File: src/rtl/mc_pkg.sv
// Shared types and encodings for the RV32I multicycle control unit.
package mc_pkg;

   localparam int unsigned OP_W   = 7;
   localparam int unsigned F3_W   = 3;
   localparam int unsigned ALUC_W = 3;
   localparam int unsigned SEL_W  = 2;

   typedef enum logic [3:0] {
      FETCH, DECODE, MEMADR, MEMREAD, MEMWB, MEMWRITE,
      EXECR, EXECI, ALUWB, JAL, BRANCH, TRAP
   } state_t;

   localparam logic [OP_W-1:0] OP_LW  = 7'b0000011;
   localparam logic [OP_W-1:0] OP_SW  = 7'b0100011;
   localparam logic [OP_W-1:0] OP_R   = 7'b0110011;
   localparam logic [OP_W-1:0] OP_I   = 7'b0010011;
   localparam logic [OP_W-1:0] OP_JAL = 7'b1101111;
   localparam logic [OP_W-1:0] OP_BR  = 7'b1100011;

   localparam logic [ALUC_W-1:0] ALUC_ADD = 3'b000;
   localparam logic [ALUC_W-1:0] ALUC_SUB = 3'b001;
   localparam logic [ALUC_W-1:0] ALUC_AND = 3'b010;
   localparam logic [ALUC_W-1:0] ALUC_OR  = 3'b011;
   localparam logic [ALUC_W-1:0] ALUC_SLT = 3'b101;

   localparam logic [SEL_W-1:0] ALUOP_ADD   = 2'b00;
   localparam logic [SEL_W-1:0] ALUOP_SUB   = 2'b01;
   localparam logic [SEL_W-1:0] ALUOP_FUNCT = 2'b10;

   localparam logic [SEL_W-1:0] IMM_I = 2'b00;
   localparam logic [SEL_W-1:0] IMM_S = 2'b01;
   localparam logic [SEL_W-1:0] IMM_B = 2'b10;
   localparam logic [SEL_W-1:0] IMM_J = 2'b11;

   localparam logic [SEL_W-1:0] SRCA_PC    = 2'b00;
   localparam logic [SEL_W-1:0] SRCA_OLDPC = 2'b01;
   localparam logic [SEL_W-1:0] SRCA_RD1   = 2'b10;

   localparam logic [SEL_W-1:0] SRCB_RD2  = 2'b00;
   localparam logic [SEL_W-1:0] SRCB_IMM  = 2'b01;
   localparam logic [SEL_W-1:0] SRCB_FOUR = 2'b10;

   localparam logic [SEL_W-1:0] RES_ALUOUT    = 2'b00;
   localparam logic [SEL_W-1:0] RES_DATA      = 2'b01;
   localparam logic [SEL_W-1:0] RES_ALURESULT = 2'b10;

   function automatic logic is_mem_state(input state_t s);
      return (s == FETCH) || (s == MEMREAD) || (s == MEMWRITE);
   endfunction

endpackage

File: src/rtl/mc_alu_decoder.sv
// ALU operation decode from ALUOp/funct3/funct7b5; flags funct3 values the ALU does not support.
module mc_alu_decoder
   import mc_pkg::*;
(
   input  logic [OP_W-1:0]   op,
   input  logic [F3_W-1:0]   funct3,
   input  logic              funct7b5,
   input  logic [SEL_W-1:0]  ALUOp,
   output logic [ALUC_W-1:0] ALUControl,
   output logic              illegal
);

   logic w_rsub;

   // Only register-register ops use bit 30 to select sub; addi ignores it.
   assign w_rsub = (op == OP_R) && funct7b5;

   always_comb begin
      illegal = 1'b0;
      case (funct3)
         3'b000, 3'b010, 3'b110, 3'b111: illegal = 1'b0;
         default:                        illegal = 1'b1;
      endcase
   end

   always_comb begin
      ALUControl = ALUC_ADD;
      case (ALUOp)
         ALUOP_ADD: ALUControl = ALUC_ADD;
         ALUOP_SUB: ALUControl = ALUC_SUB;
         default: begin
            case (funct3)
               3'b000:  ALUControl = w_rsub ? ALUC_SUB : ALUC_ADD;
               3'b010:  ALUControl = ALUC_SLT;
               3'b110:  ALUControl = ALUC_OR;
               3'b111:  ALUControl = ALUC_AND;
               default: ALUControl = ALUC_ADD;
            endcase
         end
      endcase
   end

endmodule

File: src/rtl/mc_control_unit.sv
// Multicycle RV32I controller: datapath enables/mux selects, memory ready handshake
// with wait-state timeout, full branch compares and a sticky trap.
module mc_control_unit
   import mc_pkg::*;
#(
   parameter int unsigned MEM_WAIT_MAX = 15,
   parameter int unsigned BR_FULL      = 1,
   parameter int unsigned WCNT_W       = 4
) (
   input  logic              clk,
   input  logic              reset,
   input  logic [OP_W-1:0]   op,
   input  logic [F3_W-1:0]   funct3,
   input  logic              funct7b5,
   input  logic              Zero,
   input  logic              Lt,
   input  logic              Ltu,
   input  logic              mem_ready,
   output logic              mem_req,
   output logic              PCWrite,
   output logic              AdrSrc,
   output logic              MemWrite,
   output logic              IRWrite,
   output logic              RegWrite,
   output logic [SEL_W-1:0]  ResultSrc,
   output logic [SEL_W-1:0]  ALUSrcA,
   output logic [SEL_W-1:0]  ALUSrcB,
   output logic [SEL_W-1:0]  ImmSrc,
   output logic [ALUC_W-1:0] ALUControl,
   output logic              trap
);

   localparam logic [WCNT_W-1:0] LP_WLIMIT = WCNT_W'(MEM_WAIT_MAX - 1);
   localparam bit                LP_TMO_EN = (MEM_WAIT_MAX != 0);

   state_t            r_state;
   state_t            w_next;
   logic [WCNT_W-1:0] r_wcnt;
   logic              r_trap;

   logic [SEL_W-1:0]  w_aluop;
   logic              w_alu_illegal;
   logic              w_br_taken;
   logic              w_br_illegal;
   logic              w_mem_state;
   logic              w_timeout;
   logic              w_pcwrite;
   logic              w_irwrite;
   logic              w_regwrite;
   logic              w_memwrite;

   mc_alu_decoder u_alu_dec (
      .op         (op),
      .funct3     (funct3),
      .funct7b5   (funct7b5),
      .ALUOp      (w_aluop),
      .ALUControl (ALUControl),
      .illegal    (w_alu_illegal)
   );

   always_comb begin
      w_br_taken   = 1'b0;
      w_br_illegal = 1'b0;
      case (funct3)
         3'b000:  w_br_taken = Zero;
         3'b001:  w_br_taken = !Zero;
         3'b100:  w_br_taken = Lt;
         3'b101:  w_br_taken = !Lt;
         3'b110:  w_br_taken = Ltu;
         3'b111:  w_br_taken = !Ltu;
         default: w_br_illegal = 1'b1;
      endcase
      if ((BR_FULL == 0) && funct3[2]) begin
         w_br_illegal = 1'b1;
      end
   end

   // The limit is hit when this stalled cycle would make the count reach MEM_WAIT_MAX.
   assign w_mem_state = is_mem_state(r_state);
   assign w_timeout   = LP_TMO_EN && w_mem_state && !mem_ready && (r_wcnt == LP_WLIMIT);

   always_ff @(posedge clk or posedge reset) begin
      if (reset) begin
         r_state <= FETCH;
      end else begin
         r_state <= w_next;
      end
   end

   // Wait counter restarts on every state change, so each memory state begins at zero.
   always_ff @(posedge clk or posedge reset) begin
      if (reset) begin
         r_wcnt <= '0;
      end else if (w_next != r_state) begin
         r_wcnt <= '0;
      end else if (w_mem_state && !mem_ready && (r_wcnt != '1)) begin
         r_wcnt <= r_wcnt + WCNT_W'(1);
      end
   end

   always_ff @(posedge clk or posedge reset) begin
      if (reset) begin
         r_trap <= 1'b0;
      end else begin
         r_trap <= r_trap | (w_next == TRAP);
      end
   end

   always_comb begin
      w_next     = r_state;
      mem_req    = 1'b0;
      w_pcwrite  = 1'b0;
      AdrSrc     = 1'b0;
      w_memwrite = 1'b0;
      w_irwrite  = 1'b0;
      w_regwrite = 1'b0;
      ResultSrc  = RES_ALUOUT;
      ALUSrcA    = SRCA_PC;
      ALUSrcB    = SRCB_RD2;
      ImmSrc     = IMM_I;
      w_aluop    = ALUOP_ADD;
      case (r_state)
         FETCH: begin
            mem_req   = 1'b1;
            ALUSrcB   = SRCB_FOUR;
            ResultSrc = RES_ALURESULT;
            if (mem_ready) begin
               w_irwrite = 1'b1;
               w_pcwrite = 1'b1;
               w_next    = DECODE;
            end else if (w_timeout) begin
               w_next = TRAP;
            end
         end
         DECODE: begin
            ALUSrcA = SRCA_OLDPC;
            ALUSrcB = SRCB_IMM;
            ImmSrc  = IMM_B;
            case (op)
               OP_LW, OP_SW: w_next = MEMADR;
               OP_R:         w_next = w_alu_illegal ? TRAP : EXECR;
               OP_I:         w_next = w_alu_illegal ? TRAP : EXECI;
               OP_JAL:       w_next = JAL;
               OP_BR:        w_next = w_br_illegal ? TRAP : BRANCH;
               default:      w_next = TRAP;
            endcase
         end
         MEMADR: begin
            ALUSrcA = SRCA_RD1;
            ALUSrcB = SRCB_IMM;
            ImmSrc  = (op == OP_SW) ? IMM_S : IMM_I;
            w_next  = (op == OP_SW) ? MEMWRITE : MEMREAD;
         end
         MEMREAD: begin
            mem_req = 1'b1;
            AdrSrc  = 1'b1;
            if (mem_ready) begin
               w_next = MEMWB;
            end else if (w_timeout) begin
               w_next = TRAP;
            end
         end
         MEMWB: begin
            ResultSrc  = RES_DATA;
            w_regwrite = 1'b1;
            w_next     = FETCH;
         end
         MEMWRITE: begin
            mem_req    = 1'b1;
            AdrSrc     = 1'b1;
            w_memwrite = 1'b1;
            if (mem_ready) begin
               w_next = FETCH;
            end else if (w_timeout) begin
               w_next = TRAP;
            end
         end
         EXECR: begin
            ALUSrcA = SRCA_RD1;
            ALUSrcB = SRCB_RD2;
            w_aluop = ALUOP_FUNCT;
            w_next  = ALUWB;
         end
         EXECI: begin
            ALUSrcA = SRCA_RD1;
            ALUSrcB = SRCB_IMM;
            w_aluop = ALUOP_FUNCT;
            w_next  = ALUWB;
         end
         ALUWB: begin
            w_regwrite = 1'b1;
            w_next     = FETCH;
         end
         JAL: begin
            ALUSrcA   = SRCA_OLDPC;
            ALUSrcB   = SRCB_FOUR;
            w_pcwrite = 1'b1;
            w_next    = ALUWB;
         end
         BRANCH: begin
            ALUSrcA   = SRCA_RD1;
            ALUSrcB   = SRCB_RD2;
            w_aluop   = ALUOP_SUB;
            w_pcwrite = w_br_taken;
            w_next    = FETCH;
         end
         TRAP: begin
            w_next = TRAP;
         end
         default: begin
            w_next = FETCH;
         end
      endcase
   end

   // Write enables are forced low while reset is held, independent of the state decode.
   assign PCWrite  = w_pcwrite  & ~reset;
   assign IRWrite  = w_irwrite  & ~reset;
   assign RegWrite = w_regwrite & ~reset;
   assign MemWrite = w_memwrite & ~reset;
   assign trap     = r_trap;

endmodule

File: config.mk
export PLATFORM = sky130hd
export DESIGN_NAME = mc_control_unit
export DESIGN_NICKNAME = d
export VERILOG_FILES = /design/src/rtl/mc_pkg.sv /design/src/rtl/mc_alu_decoder.sv /design/src/rtl/mc_control_unit.sv
export SDC_FILE = /design/constraint.sdc
export NUM_CORES = 1
export LEC_CHECK = 0
export ABC_CLOCK_PERIOD_IN_PS = 3600
export CAP_MARGIN = 10
export CORE_UTILIZATION = 50
export DETAILED_ROUTE_END_ITERATION = 16
export PLACE_DENSITY = 0.95
export SYNTH_ARGS = -nofsm -noshare
export SYNTH_HDL_FRONTEND = slang
export SYNTH_SLANG_ARGS = --single-unit
File: constraint.sdc
create_clock -name clk -period 3.6 [get_ports clk]
set_input_delay 0.36 -clock clk [delete_from_list [all_inputs] [get_ports clk]]
set_output_delay 0.36 -clock clk [all_outputs]
set_load 0.005 [all_outputs]
==> impl_metrics.ini, run 1 <==
[status]
status = finished clean

[placed_design]
io_buffers = 34
gp_congestion = 0.8856
dp_hpwl_um = 2266
pre_cts_slack_ns = 0.8837
placement.cell_area_sq_um = 1433

[yosys]
ys_seq_area_frac = 0.2039
syn-num-nets = 162
synthArstFlopShare = 1.000
synth_common_cells = 9 x dfrtp_1, 9 x nand2_1, 9 x nor2_1, 9 x nor2b_1, 8 x nor3_1
synth_edf_count = 0
netlist_area_sq_um = 1105
ys.flop_type = dfrtp_1
synth_top_cell_by_area = dfrtp_1
synth_cell_type_count = 59
synth_top_area_frac = 0.2039
ys_top_cells_by_area = dfrtp_1 20%, nor2b_1 5.1%, mux2i_1 3.6%
yosysWarnings = 0
syn_area_per_cell_sq_um = 7.726
ys_ff_latch = 9
netlist_instances = 143

[global_route]
antenna_found_initial = 0
grt_pass1_vias = 1117
grt_pass1_wl_um = 4933
overflow = 0
grt_start_max_net_pins = 27
track_usage = 0.2610

[cts]
cts_resized = 0
postCtsSetupRepairBufs = 0
clock_latency_ns = 0.27
cts_max_level = 1
clkTransAtPathRegs_ns = 0.07
clock_sinks = 9
cts_buffers = 3
ctsHoldBuffers = 0
cts_root_buffer = clkbuf_4
clk_path_buf_depth = 2
cts_tree = yes

[setup_path]
startpoint_type = primary input
path_class = in2out
cp_max_fo = 7
end_kind = primary output
worst_ep_arrival_time_ns = 2.37
critPathRequiredTime_ns = 3.24

[detailed_routing]
drt_iter0_drc = 44
ant_nets = 0
routed_wl_um = 2939
dr.pass1.iters = 4
num_vias = 1250
routedWlPerCell_um = 14.70
vias_per_cell = 6.250
drc_errors = 0

[finish]
multiInputGateArea_sq_um = 803.3
antenna_cells = 0
fillers = 162
seq_area_sq_um = 225.2
finalNetCount = 193
layout-drive-gt1-share = 0.1040
final_area_sq_um = 1459
syn2layout_area_growth_pct = 32.05

[floorplanning]
ios = 35
floorplan.initialDensity = 0.5464
die_area_sq_um = 2401
rows = 16
die_h_um = 49.01
core_area_sq_um = 2022
die_w_um = 49.01

[timing]
timing.final.crit_share = 0.7575
slew_viol_final = 0
finalHoldViolCount = 0
clock.fmax_ghz = 0.3667
worst_slack_ns = 0.8729
setup_viol = 0
tns_ns = 0
final.min_clock_period_ns = 2.727
slew_headroom = 0.5020
finClkSkew_ns = 0.01463
rsz0062_at_grt = no
worstMarginPinSlew_ns = 0.7470

[hold_path]
hp-class = in2async

[power]
p_leak_uw = 0.0005930
vdd_drop_max_mv = 0.2997
power_uw = 918.0
power.density_nw_per_um2 = 629.2

[flow_run]
maxCapViolations = 0
-- per-layer routing --
layer  part of all wire  vias to the layer above  track usage
met5                  0                        -            0
met4             0.0099                        0      0.06373
met3              0.071                        4      0.04673
met2               0.49                       59       0.4606
met1               0.43                      580       0.3263
li1                   -                      607            -
-- final cells by class --
cell class,instances,share of cell area
timing repair buffer,34,0.2333
sequential,9,0.1544
multi-input combinational,118,0.5506
tap,27,0.02316
clock buffer,4,0.01801
inverter,8,0.02058
-- power breakdown --
| part | switching, uW | leakage, uW | internal [uW] | total, uW |
|---|---|---|---|---|
| registers | 106 | 0.000116 | 127 | 233 |
| clock network | 35.8 | 0.0000150 | 42.6 | 78.5 |
| logic | 283 | 0.000462 | 323 | 606 |
-- flip-flops by register name, indices dropped and copies added (netlist names) --
name / count
r_wcnt: 4
r_state: 4
trap: 1
-- cell usage in the layout, fill, tap and decap left out, drive strengths merged, types with 2 or more instances in the layout --
cell / netlist / layout
a211oi: 3 / 3
a21oi: 5 / 5
a221o: 2 / 2
and3: 6 / 6
clkbuf: 3 / 4
clkdlybuf4s50: 0 / 34
dfrtp: 9 / 9
ha: 2 / 2
inv: 8 / 8
mux2i: 4 / 4
nand2: 10 / 10
nand2b: 4 / 4
nand3: 6 / 6
nand4: 3 / 3
nor2: 9 / 9
nor2b: 9 / 9
nor3: 8 / 8
nor4: 5 / 5
nor4b: 3 / 3
o21ai: 5 / 5
o22ai: 2 / 2
or2: 4 / 4
xnor2: 3 / 3
-- path summary, 6_finish.rpt --
kind	end	cells after the start	slack (ns)	startpoint
setup reg to reg	r_wcnt[0]$_DFFE_PP0P_	7	1.26	r_state[1]$_DFF_PP0_
hold / removal	trap$_DFF_PP0_	2	0.46	reset
hold reg to reg	trap$_DFF_PP0_	1	0.50	trap$_DFF_PP0_
max in group asynchronous	r_state[2]$_DFF_PP0_	2	2.86	reset
setup / recovery	PCWrite	7	0.87	funct3[1]
min in group clk	trap$_DFF_PP0_	1	0.50	trap$_DFF_PP0_
-- per-stage QoR --
step | util | instances | hold slack, ns
floorplan | - | 143 | 0.1932
global placement | 0.7085 | 196 | 0.4665
detailed placement | 0.7085 | 196 | 0.4887
CTS | 0.7215 | 200 | 0.4763
global route | 0.7215 | 200 | 0.5215
finish | 0.7215 | 200 | 0.4568
-- cells by family (layout without fill, tap and decap cells) --
group	after synthesis	count (layout)	synth area share
AO/OA/AOI/OAI	32	32	0.2288
flip-flops	9	9	0.2039
AND/OR/NAND/NOR	76	76	0.4009
multiplexers	4	4	0.03624
buffers and inverters	16	46	0.06908
XOR/XNOR	4	4	0.03851
adder cells (fa/ha/maj)	2	2	0.02265
-- worst max-delay path, stage by stage --
cell and delay, ns:
clkdlybuf4s50_1 0.58, mux2i_1 0.24, and3_1 0.18, o311a_1 0.14
o21ai_0 0.07, a211oi_1 0.26, clkdlybuf4s50_1 0.53
Power figures use the tool's default switching activity.
==> run 2: changes to the inputs <==
Settings changed: ABC_CLOCK_PERIOD_IN_PS 3600 to 2360, CORE_UTILIZATION 50 to 42, PLACE_DENSITY 0.95 to 0.87.
Clock period 3.6 ns to 2.36 ns, I/O delays scaled along.
==> run 2 against run 1 <==
Against the previous run: power is 61% higher; die area rose by 18%; global-route usage shrank 0.14 points; sequential share of layout area shrank 0.97 points; critical path depth is 3 lower; count of clock-buffer cells in the layout unchanged; sequential cell count unchanged; design area up 8.5%.
==> impl_metrics.ini, run 2 (same netlist as run 1, synthesis figures left out) <==
[placed_design]
placement.cell_area_sq_um = 1534
io_buffers = 34
dp_hpwl_um = 2563
gp_congestion = 0.9940

[global_route]
grt_pass1_wl_um = 5471
grt_start_max_net_pins = 21
antenna_found_initial = 0
track_usage = 0.2597
overflow = 0
grt_pass1_vias = 1287

[timing]
slew_headroom = 0.6681
slew_viol_final = 0
hold-worst-slack_ns = 0.3919
timing.final.crit_share = 0.9504
final.min_clock_period_ns = 2.243
rsz0062_at_grt = no
finalHoldViolCount = 0
clock.fmax_ghz = 0.4458
setup_viol = 0
finClkSkew_ns = 0.003229
worstMarginPinSlew_ns = 0.4979

[cts]
postCtsSetupRepairBufs = 0
clock_latency_ns = 0.26
cts_tree = yes
clkTransAtPathRegs_ns = 0.06
clock_sinks = 9
ctsHoldBuffers = 0
cts_root_buffer = clkbuf_4
cts_buffers = 3
cts_max_level = 1
clk_path_buf_depth = 2

[power]
power.density_nw_per_um2 = 936.1
vdd_drop_max_mv = 0.5847
power_uw = 1482
p_leak_uw = 0.0006759

[finish]
final_area_sq_um = 1583
antenna_cells = 0
fin_util = 0.6389
final_common_cell = clkdlybuf4s50_1
fillers = 221
finalNetCount = 206
syn2layout_area_growth_pct = 43.26
layout-drive-gt1-share = 0.1989
layout_common_cells = 32 x clkdlybuf4s50_1, 13 x buf_4, 9 x nor2_1, 9 x nor2b_1, 9 x nand2_1

[setup_path]
worst_ep_arrival_time_ns = 2.01
rr_startpoint = r_state[1]$_DFF_PP0_
slowest_stage = dfrtp_2
path_delay_family = simple AND/OR/NAND/NOR gates
critPathRequiredTime_ns = 2.12
cp_max_fo = 20
cp_slowest_stage_delay_ns = 0.54
timing.rr.end = r_wcnt[0]$_DFFE_PP0P_
cp_cell_sequence = or2_2 > nor3_2 > and3_1 > clkdlybuf4s50_1
ff2ff_path_depth = 6
path_class = reg2out
startpoint_type = register
end_kind = primary output
reg2reg_setup_slack_ns = 0.26
path_buf_inv = 1

[status]
status = finished clean

[detailed_routing]
num_vias = 1316
drt_iter0_drc = 21
routed_wl_um = 3265
routedWlPerCell_um = 15.12
dr.pass1.iters = 4
ant_nets = 0
drc_errors = 0
vias_per_cell = 6.093

[floorplanning]
core_area_sq_um = 2477
rows = 18
ios = 35
die_h_um = 53.29
floorplan.initialDensity = 0.4460
die_w_um = 53.29
die_area_sq_um = 2840

[flow_run]
maxCapViolations = 0

[hold_path]
hp-class = in2async
[run 2: final cells by class]
| type | count | area (sq um) | area share |
|---|---|---|---|
| inverters | 8 | 30.03 | 0.01897 |
| clock buffers | 4 | 26.28 | 0.01660 |
| flip-flops and latches | 9 | 229.0 | 0.1447 |
| well taps | 30 | 37.54 | 0.02372 |
| multi-input cells | 118 | 820.8 | 0.5186 |
| repair buffers | 47 | 439.2 | 0.2775 |
[run 2: layer usage]
metal | share of wire | global-route usage | vias to the layer above
li1 | - | - | 633
met5 | 0 | 0 | -
met2 | 0.51 | 0.4625 | 55
met3 | 0.056 | 0.05747 | 4
met4 | 0.0077 | 0.06140 | 0
met1 | 0.43 | 0.3094 | 624
[run 2: worst min-delay path: cells and delay by family]
family                 cells  cell delay, ns
buffers and inverters      3            0.75
[run 2: worst max-delay path by stage]
| stage | start | endpoint | slack, ns | cells after the start |
|---|---|---|---|---|
| finish | r_state[2]$_DFF_PP0_ | IRWrite | 0.12 | 4 |
| global route | r_state[1]$_DFF_PP0_ | mem_req | 0.04 | 5 |
| CTS | r_state[1]$_DFF_PP0_ | ImmSrc[0] | 0.001 | 3 |
| detailed placement | funct3[1] | PCWrite | -0.08 | 7 |
| global placement | funct3[1] | PCWrite | 0.04 | 7 |
| floorplan | r_state[1]$_DFF_PP0_ | r_wcnt[0]$_DFFE_PP0P_ | 0.66 | 5 |
[run 2: timing repair]
item | 4_1_cts | 5_1_grt
pin swaps | 1 | 2
resized for setup | 3 | 5
setup endpoints to repair | 5 | 5
hold endpoints to repair | 0 | 0
[run 2: power breakdown]
part	total, uW	switching, uW	internal (uW)	leakage [uW]
Combinational	1020	475	543	0.000549
Sequential	344	145	199	0.000112
Clock	119	54.0	65.2	0.0000150
[run 2: per-stage QoR]
step	instances	setup slack [ns]	TNS (ns)
3_5_place_dp	212	-0.08305	-0.08305
6_report	216	0.1170	0
2_1_floorplan	143	0.6550	0
5_1_grt	216	0.04246	0
3_3_place_gp	212	0.03581	0
4_1_cts	216	0.001215	0
==> run 3: changes to the inputs <==
Settings changed: CTS_CLUSTER_DIAMETER from default to 120.
==> results of run 3 <==
No change in the layout: final DEF, timing and power equal those of run 2.
